===== src/rtl/rr_arb_pkg.sv =====
// Shared types and helpers for the hold-capable round-robin arbiter.
// The two FSM states are IDLE (no owner) and GRANT (one requester owns the resource).
package rr_arb_pkg;

    typedef enum logic {
        IDLE  = 1'b0,
        GRANT = 1'b1
    } state_e;

    // Width of an index into v items, never below one bit.
    function automatic int clog2_min1(input int v);
        int r;
        r = 0;
        for (int i = 0; i < 31; i++) begin
            if ((1 << i) < v) r = i + 1;
        end
        return (r < 1) ? 1 : r;
    endfunction

    // Binary position of the (single) set bit; 0 when nothing is set.
    function automatic int onehot_to_index(input logic [31:0] v);
        int r;
        r = 0;
        for (int i = 0; i < 32; i++) begin
            if (v[i]) r = i;
        end
        return r;
    endfunction

endpackage


===== src/rtl/rr_priority_pick.sv =====
// Combinational rotating priority encoder: returns the first set request bit
// found scanning ptr, ptr+1, ... N-1, 0, ... ptr-1.
module rr_priority_pick
    import rr_arb_pkg::*;
#(
    parameter  int N   = 4,
    localparam int IDW = clog2_min1(N)
) (
    input  logic [N-1:0]   req,
    input  logic [IDW-1:0] ptr,
    output logic           any,
    output logic [IDW-1:0] idx
);

    logic [N-1:0] rot;
    int           off;
    int           sum;

    // Rotating a doubled copy right by ptr puts requester ptr at bit 0, so a
    // plain lowest-bit search gives the offset from ptr.
    always_comb begin
        rot = N'({req, req} >> ptr);
        off = 0;
        for (int i = N - 1; i >= 0; i--) begin
            if (rot[i]) off = i;
        end
        sum = int'(ptr) + off;
        if (sum >= N) sum = sum - N;
        idx = IDW'(sum);
        any = |req;
    end

endmodule


===== src/rtl/rr_arbiter_hold.sv =====
// Round-robin arbiter with registered one-hot grant; an owner may keep the
// grant for up to MAX_HOLD cycles while others wait, indefinitely when alone.
module rr_arbiter_hold
    import rr_arb_pkg::*;
#(
    parameter  int N        = 4,
    parameter  int MAX_HOLD = 16,
    localparam int IDW      = clog2_min1(N),
    localparam int HW       = $clog2(MAX_HOLD + 1)
) (
    input  logic           clk,
    input  logic           reset,
    input  logic [N-1:0]   request,
    output logic [N-1:0]   grant,
    output logic           grant_valid,
    output logic [IDW-1:0] grant_id,
    output logic [HW-1:0]  hold_cnt,
    output logic           state
);

    localparam logic [HW-1:0]  HOLD_LAST = HW'(MAX_HOLD - 1);
    localparam logic [IDW-1:0] ID_LAST   = IDW'(N - 1);

    state_e         state_q, state_d;
    logic [N-1:0]   grant_q, grant_d;
    logic           valid_q;
    logic [IDW-1:0] id_q, id_d;
    logic [HW-1:0]  hold_q, hold_d;
    logic [IDW-1:0] ptr_q, ptr_d;

    logic           owner_req;
    logic [N-1:0]   others;
    logic [N-1:0]   pick_req;
    logic           pick_any;
    logic [IDW-1:0] pick_idx;
    logic [N-1:0]   win_oh;
    logic [IDW-1:0] ptr_after;
    logic           take;

    assign owner_req = |(request & grant_q);
    assign others    = request & ~grant_q;
    // In GRANT, ptr_q already equals owner+1, which is where the search for
    // the next owner starts.
    assign pick_req  = (state_q == IDLE) ? request : others;

    rr_priority_pick #(.N(N)) u_pick (
        .req (pick_req),
        .ptr (ptr_q),
        .any (pick_any),
        .idx (pick_idx)
    );

    assign win_oh    = {{(N-1){1'b0}}, 1'b1} << pick_idx;
    assign ptr_after = (pick_idx == ID_LAST) ? '0 : pick_idx + IDW'(1);

    always_comb begin
        state_d = state_q;
        grant_d = grant_q;
        id_d    = id_q;
        hold_d  = hold_q;
        ptr_d   = ptr_q;
        take    = 1'b0;
        case (state_q)
            IDLE: begin
                if (pick_any) take = 1'b1;
            end
            GRANT: begin
                if (!owner_req) begin
                    if (pick_any) begin
                        take = 1'b1;
                    end else begin
                        state_d = IDLE;
                        grant_d = '0;
                        id_d    = '0;
                        hold_d  = '0;
                    end
                end else if (hold_q < HOLD_LAST) begin
                    hold_d = hold_q + HW'(1);
                end else if (pick_any) begin
                    take = 1'b1;
                end
            end
            default: state_d = IDLE;
        endcase
        if (take) begin
            state_d = GRANT;
            grant_d = win_oh;
            id_d    = pick_idx;
            hold_d  = '0;
            ptr_d   = ptr_after;
        end
    end

    always_ff @(posedge clk) begin
        if (reset) begin
            state_q <= IDLE;
            grant_q <= '0;
            valid_q <= 1'b0;
            id_q    <= '0;
            hold_q  <= '0;
            ptr_q   <= '0;
        end else begin
            state_q <= state_d;
            grant_q <= grant_d;
            valid_q <= |grant_d;
            id_q    <= id_d;
            hold_q  <= hold_d;
            ptr_q   <= ptr_d;
        end
    end

    assign grant       = grant_q;
    assign grant_valid = valid_q;
    assign grant_id    = id_q;
    assign hold_cnt    = hold_q;
    assign state       = state_q;

endmodule


===== config.mk =====
export PLATFORM = sky130hd
export DESIGN_NAME = rr_arbiter_hold
export DESIGN_NICKNAME = d
export VERILOG_FILES = /design/src/rtl/rr_arb_pkg.sv /design/src/rtl/rr_priority_pick.sv /design/src/rtl/rr_arbiter_hold.sv
export SDC_FILE = /design/constraint.sdc
export NUM_CORES = 1
export LEC_CHECK = 0
export BUFFER_PORTS_ARGS = -buffer_cell sky130_fd_sc_hd__buf_4
export CAP_MARGIN = 20
export CELL_PAD_IN_SITES_DETAIL_PLACEMENT = 1
export CELL_PAD_IN_SITES_GLOBAL_PLACEMENT = 1
export CORE_MARGIN = 4
export CORE_UTILIZATION = 27
export DETAILED_ROUTE_END_ITERATION = 12
export PLACE_DENSITY = 0.54
export SYNTH_ARGS = -nofsm -noshare
export SYNTH_HDL_FRONTEND = slang
export SYNTH_HIERARCHICAL = 1
export SYNTH_SLANG_ARGS = --single-unit

===== constraint.sdc =====
create_clock -name clk -period 5.5 [get_ports clk]
set_input_delay 1.1 -clock clk [delete_from_list [all_inputs] [get_ports clk]]
set_output_delay 1.1 -clock clk [all_outputs]
set_load 0.01 [all_outputs]

---- Word-level counts from Yosys, hierarchy flattened ----
Cells that the tools add are included.
word-level totals
  register bits ........................... 15
  output and inout port bits .............. 13
  logic and storage cells ................. 55
cells by class
  add/sub/neg operators ................... 4
  mux-type cells .......................... 25
  shift operators ......................... 2
  magnitude comparators ................... 2
  bitwise logic cells ..................... 4
  reduce and logical (&&, ||, !) cells .... 7
  equality and inequality tests ........... 5
operator list
  kind                 count
  $mux 2               10
  $mux 4               5
  $mux 5               3
  $reduce_or 4->1      3
  $and 4x4->4          2
  $shr 8x2->4          1
  $mux 1               6
  $ne 2x1->1 const B   3
  $reduce_and 3->1     2
  $add 5x1->5 const B  1
  $lt 5x4->1 const B   1
  $not 4->4            1
  $shl 1x2->4 const A  1
  $add 2x2->3          1
  $ge 3x3->1 const B   1
  $add 2x1->2 const B  1
  $eq 2x2->1 const B   1
  $ne 2x2->1 const B   1
  $pmux 1 s2           1
  $reduce_bool 2->1    1
  $reduce_or 2->1      1
  $sub 2x1->2 const B  1
  $not 1->1            1

---- Longest topological paths before layout ----
  word-level depth ........................ 14
  depth in mapped cells ................... 15
  mapped depth without buffers ............ 14

---- Cells and area by module ----
Netlist, hierarchy kept.
modules (own cells, without submodules)
  module            cells each  seq. area each (µm²)  area each (µm²)  times used
  rr_arbiter_hold   100         300.3                 844.6            1
  rr_priority_pick  27          0.0                   178.9            1

---- Worst setup path after synthesis ----
Ideal clock, no wire load.
  path type ............................... input to register
  start ................................... in request[2]
  end ..................................... reg valid_q, in the netlist grant_valid
  setup slack ............................. 2116 ps
  buffers on the path ..................... 0
  arrival time ............................ 3257 ps
  stages on the path ...................... 13
  setup time .............................. 127 ps
  cell sequence ........................... a21boi_0 -> nor3b_1 -> o21ai_0 -> o211ai_1 -> ha_1 -> xor2_1 -> xnor2_1 -> inv_1 -> ha_1 -> nor4_1 -> nor2_1 -> nand3_1 -> o21ai_0
between the ends
  word-level cells in the longest chain between the ends .. 13
  elaborated cells on any way between the ends .. 24
RTL lines
  element                                           line                    source
  start: declaration                                rr_arbiter_hold.sv:13   input logic [N-1:0] request,
  $and 4x4->4                                       rr_arbiter_hold.sv:41   assign others = request & ~grant_q;
  $mux 4 *                                          rr_arbiter_hold.sv:44   assign pick_req = (state_q == IDLE) ? request : others;
  $shr 8x2->4 *                                     rr_priority_pick.sv:22  rot = N'({req, req} >> ptr);
  $mux 2 (3 in series)                              rr_priority_pick.sv:25  if (rot[i]) off = i;
  $mux 2 *                                          rr_priority_pick.sv:25
  $add 2x2->3 *                                     rr_priority_pick.sv:27  sum = int'(ptr) + off;
  $ge 3x3->1 / $sub 2x1->2 (equally long branches)  rr_priority_pick.sv:28  if (sum >= N) sum = sum - N;
  $mux 2 *                                          rr_priority_pick.sv:28
  named net pick_idx[1]                             rr_arbiter_hold.sv:35   logic [IDW-1:0] pick_idx;
  $shl 1x2->4 *                                     rr_arbiter_hold.sv:53   assign win_oh = {{(N-1){1'b0}}, 1'b1} << pick_idx;
  $mux 4 *                                          rr_arbiter_hold.sv:85   if (take) begin
  $reduce_or 4->1 *                                 rr_arbiter_hold.sv:105  valid_q <= |grant_d;
  end signal: assignment                            rr_arbiter_hold.sv:105
  end: declaration                                  rr_arbiter_hold.sv:26   logic valid_q;
Mark *: on every way through the listed nets, which the timed path passes. The rest lies on a longest branch.
A chain may end at the register's enable or synchronous reset.

---- Worst setup path in the final report ----
  start ................................... in request[2]
  end ..................................... reg valid_q, in the netlist grant_valid
between the ends
  word-level cells in the longest chain between the ends .. 13
  elaborated cells on any way between the ends .. 24
RTL lines
  element                                           line                    source
  $and 4x4->4                                       rr_arbiter_hold.sv:41
  $mux 4 *                                          rr_arbiter_hold.sv:44
  named net pick_req[2]                             rr_arbiter_hold.sv:33   logic [N-1:0] pick_req;
  $shr 8x2->4 *                                     rr_priority_pick.sv:22
  $mux 2 (3 in series)                              rr_priority_pick.sv:25
  $mux 2 *                                          rr_priority_pick.sv:25
  $add 2x2->3 *                                     rr_priority_pick.sv:27
  $ge 3x3->1 / $sub 2x1->2 (equally long branches)  rr_priority_pick.sv:28
  $mux 2 *                                          rr_priority_pick.sv:28
  named net pick_idx[1]                             rr_arbiter_hold.sv:35
  $shl 1x2->4 *                                     rr_arbiter_hold.sv:53
  $mux 4 *                                          rr_arbiter_hold.sv:85
  $reduce_or 4->1 *                                 rr_arbiter_hold.sv:105
Marked as above.

==> metrics <==
achievable frequency=265 MHz; R2R Path End=grant_valid$_SDFF_PP0_; critical path depth=14; Area Growth Syn to Fin=20.7%; Top Ports=19; H-Tree Depth=1; TritonCTS Sinks=15; EDFF count, synth=0; share of the synthesized area in the top cell type=0.293; CTS Buffer Depth=2; Critical Path, Cell by Cell=buf_4 -> a21boi_0 -> nor3b_1 -> o21ai_0 -> o211ai_1 -> ha_1 -> xor2_1 -> xnor2_1 -> inv_1 -> ha_1 -> nor4_1 -> nor2_1 -> nand3_1 -> o21ai_0; Setup TNS=0 ns; slowest stage delay, CP=0.73 ns; cell with the most instances after synthesis=dfxtp_1; kind of critical path=primary input to flip-flop; Final Power=between 500 and 600 uW; hold_buf cts=0; syn avg cell area=roughly 8.1 sq um; Clock transition at path regs=0.07 ns; GRT Util Overall=0.122; placed instance count=186; Post-synth top cells=15 x dfxtp_1, 11 x nand2_1, 11 x o21ai_0; worst reg-to-reg setup slack=around 2.2 ns; Critical Path RT=5.63 ns; worst min-delay path category=flip-flop to flip-flop; Netlist cell types=38; DRC=0; Ys Warns=6; Root Driver=clkbuf_8; final number of setup-violating endpoints=0; RSZ-0062 raised after global routing=no; post-route antenna net violation count=0; min-delay src=grant_id[1]$_SDFFE_PP0P_; Reg-to-Reg Start=state$_SDFF_PP0_; antenna cells=0; startpoint types=primary input; starting DRC count in detailed routing=91; post-cts resize count=0; final cell count without fillers=190; CTS buffer count=3; final hold violations=0; die area=around 4800 sq um; first-pass GRT wire length=4800 um; pin count of the biggest net entering global routing=19; Final Cycle Share=0.687; crit path to=grant_valid$_SDFF_PP0_; vias in the first global route=958; CP endpoint kind=flip-flop; Clock Skew=0.00229 ns; drt first pass iters=4; Setup Buffers After CTS=0; Synth async-reset ratio=0; Final nets=~160; Mapped Area=1020 sq um; Buffers on Ports=18; DR vias=just over 1000; Worst Path Arrival=3.91 ns; Top delay family on crit path=compound AO/OA/AOI/OAI gates; Post-DP HPWL=~2100 um; crit-path max FO=7; Mapped Cells=around 130; fin crit period=3.78 ns; initial antenna violation count=0; number of synthesized register bits=15; outcome=finished, final reports clean; layout cell share with drive strength beyond 1=0.183; Leakage=0.461 nW; CORE AREA=3660 sq um; drt via density=5.41; syn_nets=between 100 and 150; slowest CP cell=a21boi_0; power density over the cells=around 450 nW/um^2; critical path buffer and inverter count=2; slew of the pin with the lowest slew margin=0.915 ns; worst vdd ir=approximately 0.00018 V; Routability Congestion=0.787; WL final=2880 um; Reg2Reg Depth=13; sequential share of the synthesized area=0.293; maxcap violations=0; top post-synthesis cells by area=dfxtp_1 29%, ha_1 7.3%, nand4b_1 6.0%, o21ai_0 5.4%, nand2_1 4.0%; initial core utilization=0.280; die width=69.6 um; die height=69.6 um; crit path from=request[2]; Synth area leader=dfxtp_1; Routed wire per std cell=15.1 um; CTS tree=yes; Core Rows=22; grt ovf=0; clock latency on the worst-skew pair=about 0.25 ns; max-slew violation count=0; Main synth FF type=dfxtp_1; max_slew headroom=0.385
worst min path at each step:
stage | to | slack (ns) | cells past startpoint
after floorplan | ptr_q[0]$_SDFFE_PP0P_ | 0.47 | 2
after global placement | grant_id[0]$_SDFFE_PP0P_ | 0.45 | 2
after detailed placement | grant_id[0]$_SDFFE_PP0P_ | 0.46 | 2
after CTS | grant_id[0]$_SDFFE_PP0P_ | 0.48 | 2
after global routing | grant_id[0]$_SDFFE_PP0P_ | 0.50 | 2
final | grant_id[1]$_SDFFE_PP0P_ | 0.47 | 2
final cells by class:
cell class	instances	area (sq um)
Clock buffer	3	41.3
Clock inverter	1	5.00
Fill cell	453	2430
Inverter	8	30.0
Multi-Input combinational cell	97	663
Sequential cell	15	300
Tap cell	48	60.1
Timing Repair Buffer	18	135
sequential cells by signal (all words and copies together) (netlist names):
signal,count
ptr_q,2
grant_valid,1
grant_id,2
hold_cnt,5
state,1
grant,4
metal layers:
layer / wire, um / global-route usage
met1: 1510 / 0.171
met2: 1230 / 0.176
met3: 93 / 0.0275
met4: 47 / 0.0521
met5: 0 / 0
cells in the final DEF (no fill, tap or decap), drive strengths merged, types with 5 or more instances in the layout:
master   n
ha       6
buf     18
inv      8
a21oi    7
nand2   11
nand4b   7
o21ai   11
nor2     5
dfxtp   15
through the flow:
stage / cell area [sq um] / setup WS, ns / util / hold slack, ns
2_1_floorplan: 1020 / 2.12 / - / 0.467
3_3_place_gp: 1190 / 1.63 / 0.325 / 0.452
3_5_place_dp: 1190 / 1.47 / 0.325 / 0.464
4_1_cts: 1230 / 1.72 / 0.337 / 0.477
5_1_grt: 1230 / 1.49 / 0.337 / 0.504
6_report: 1230 / 1.72 / 0.337 / 0.473
power by group:
part / switching [mW] / internal [mW] / leakage, nW
combinational: 0.161 / 0.126 / 0.312
clock: 0.0424 / 0.0502 / 0.0255
sequential: 0.0419 / 0.141 / 0.123
tightest hold or removal path: stages, from the launching register on:
cell	delay [ns]
dfxtp_1	0.31
nand2_1	0.05
o21ai_0	0.06
logic make-up after synthesis:
group,count (synthesis),synth area share
fa+ha+maj,6,0.0733
xor+xnor,2,0.0171
buf+inv,15,0.0587
simple gates,46,0.263
flops,15,0.293
compound gates,42,0.285
mux,1,0.00978
(Power assumes the default switching activity.)
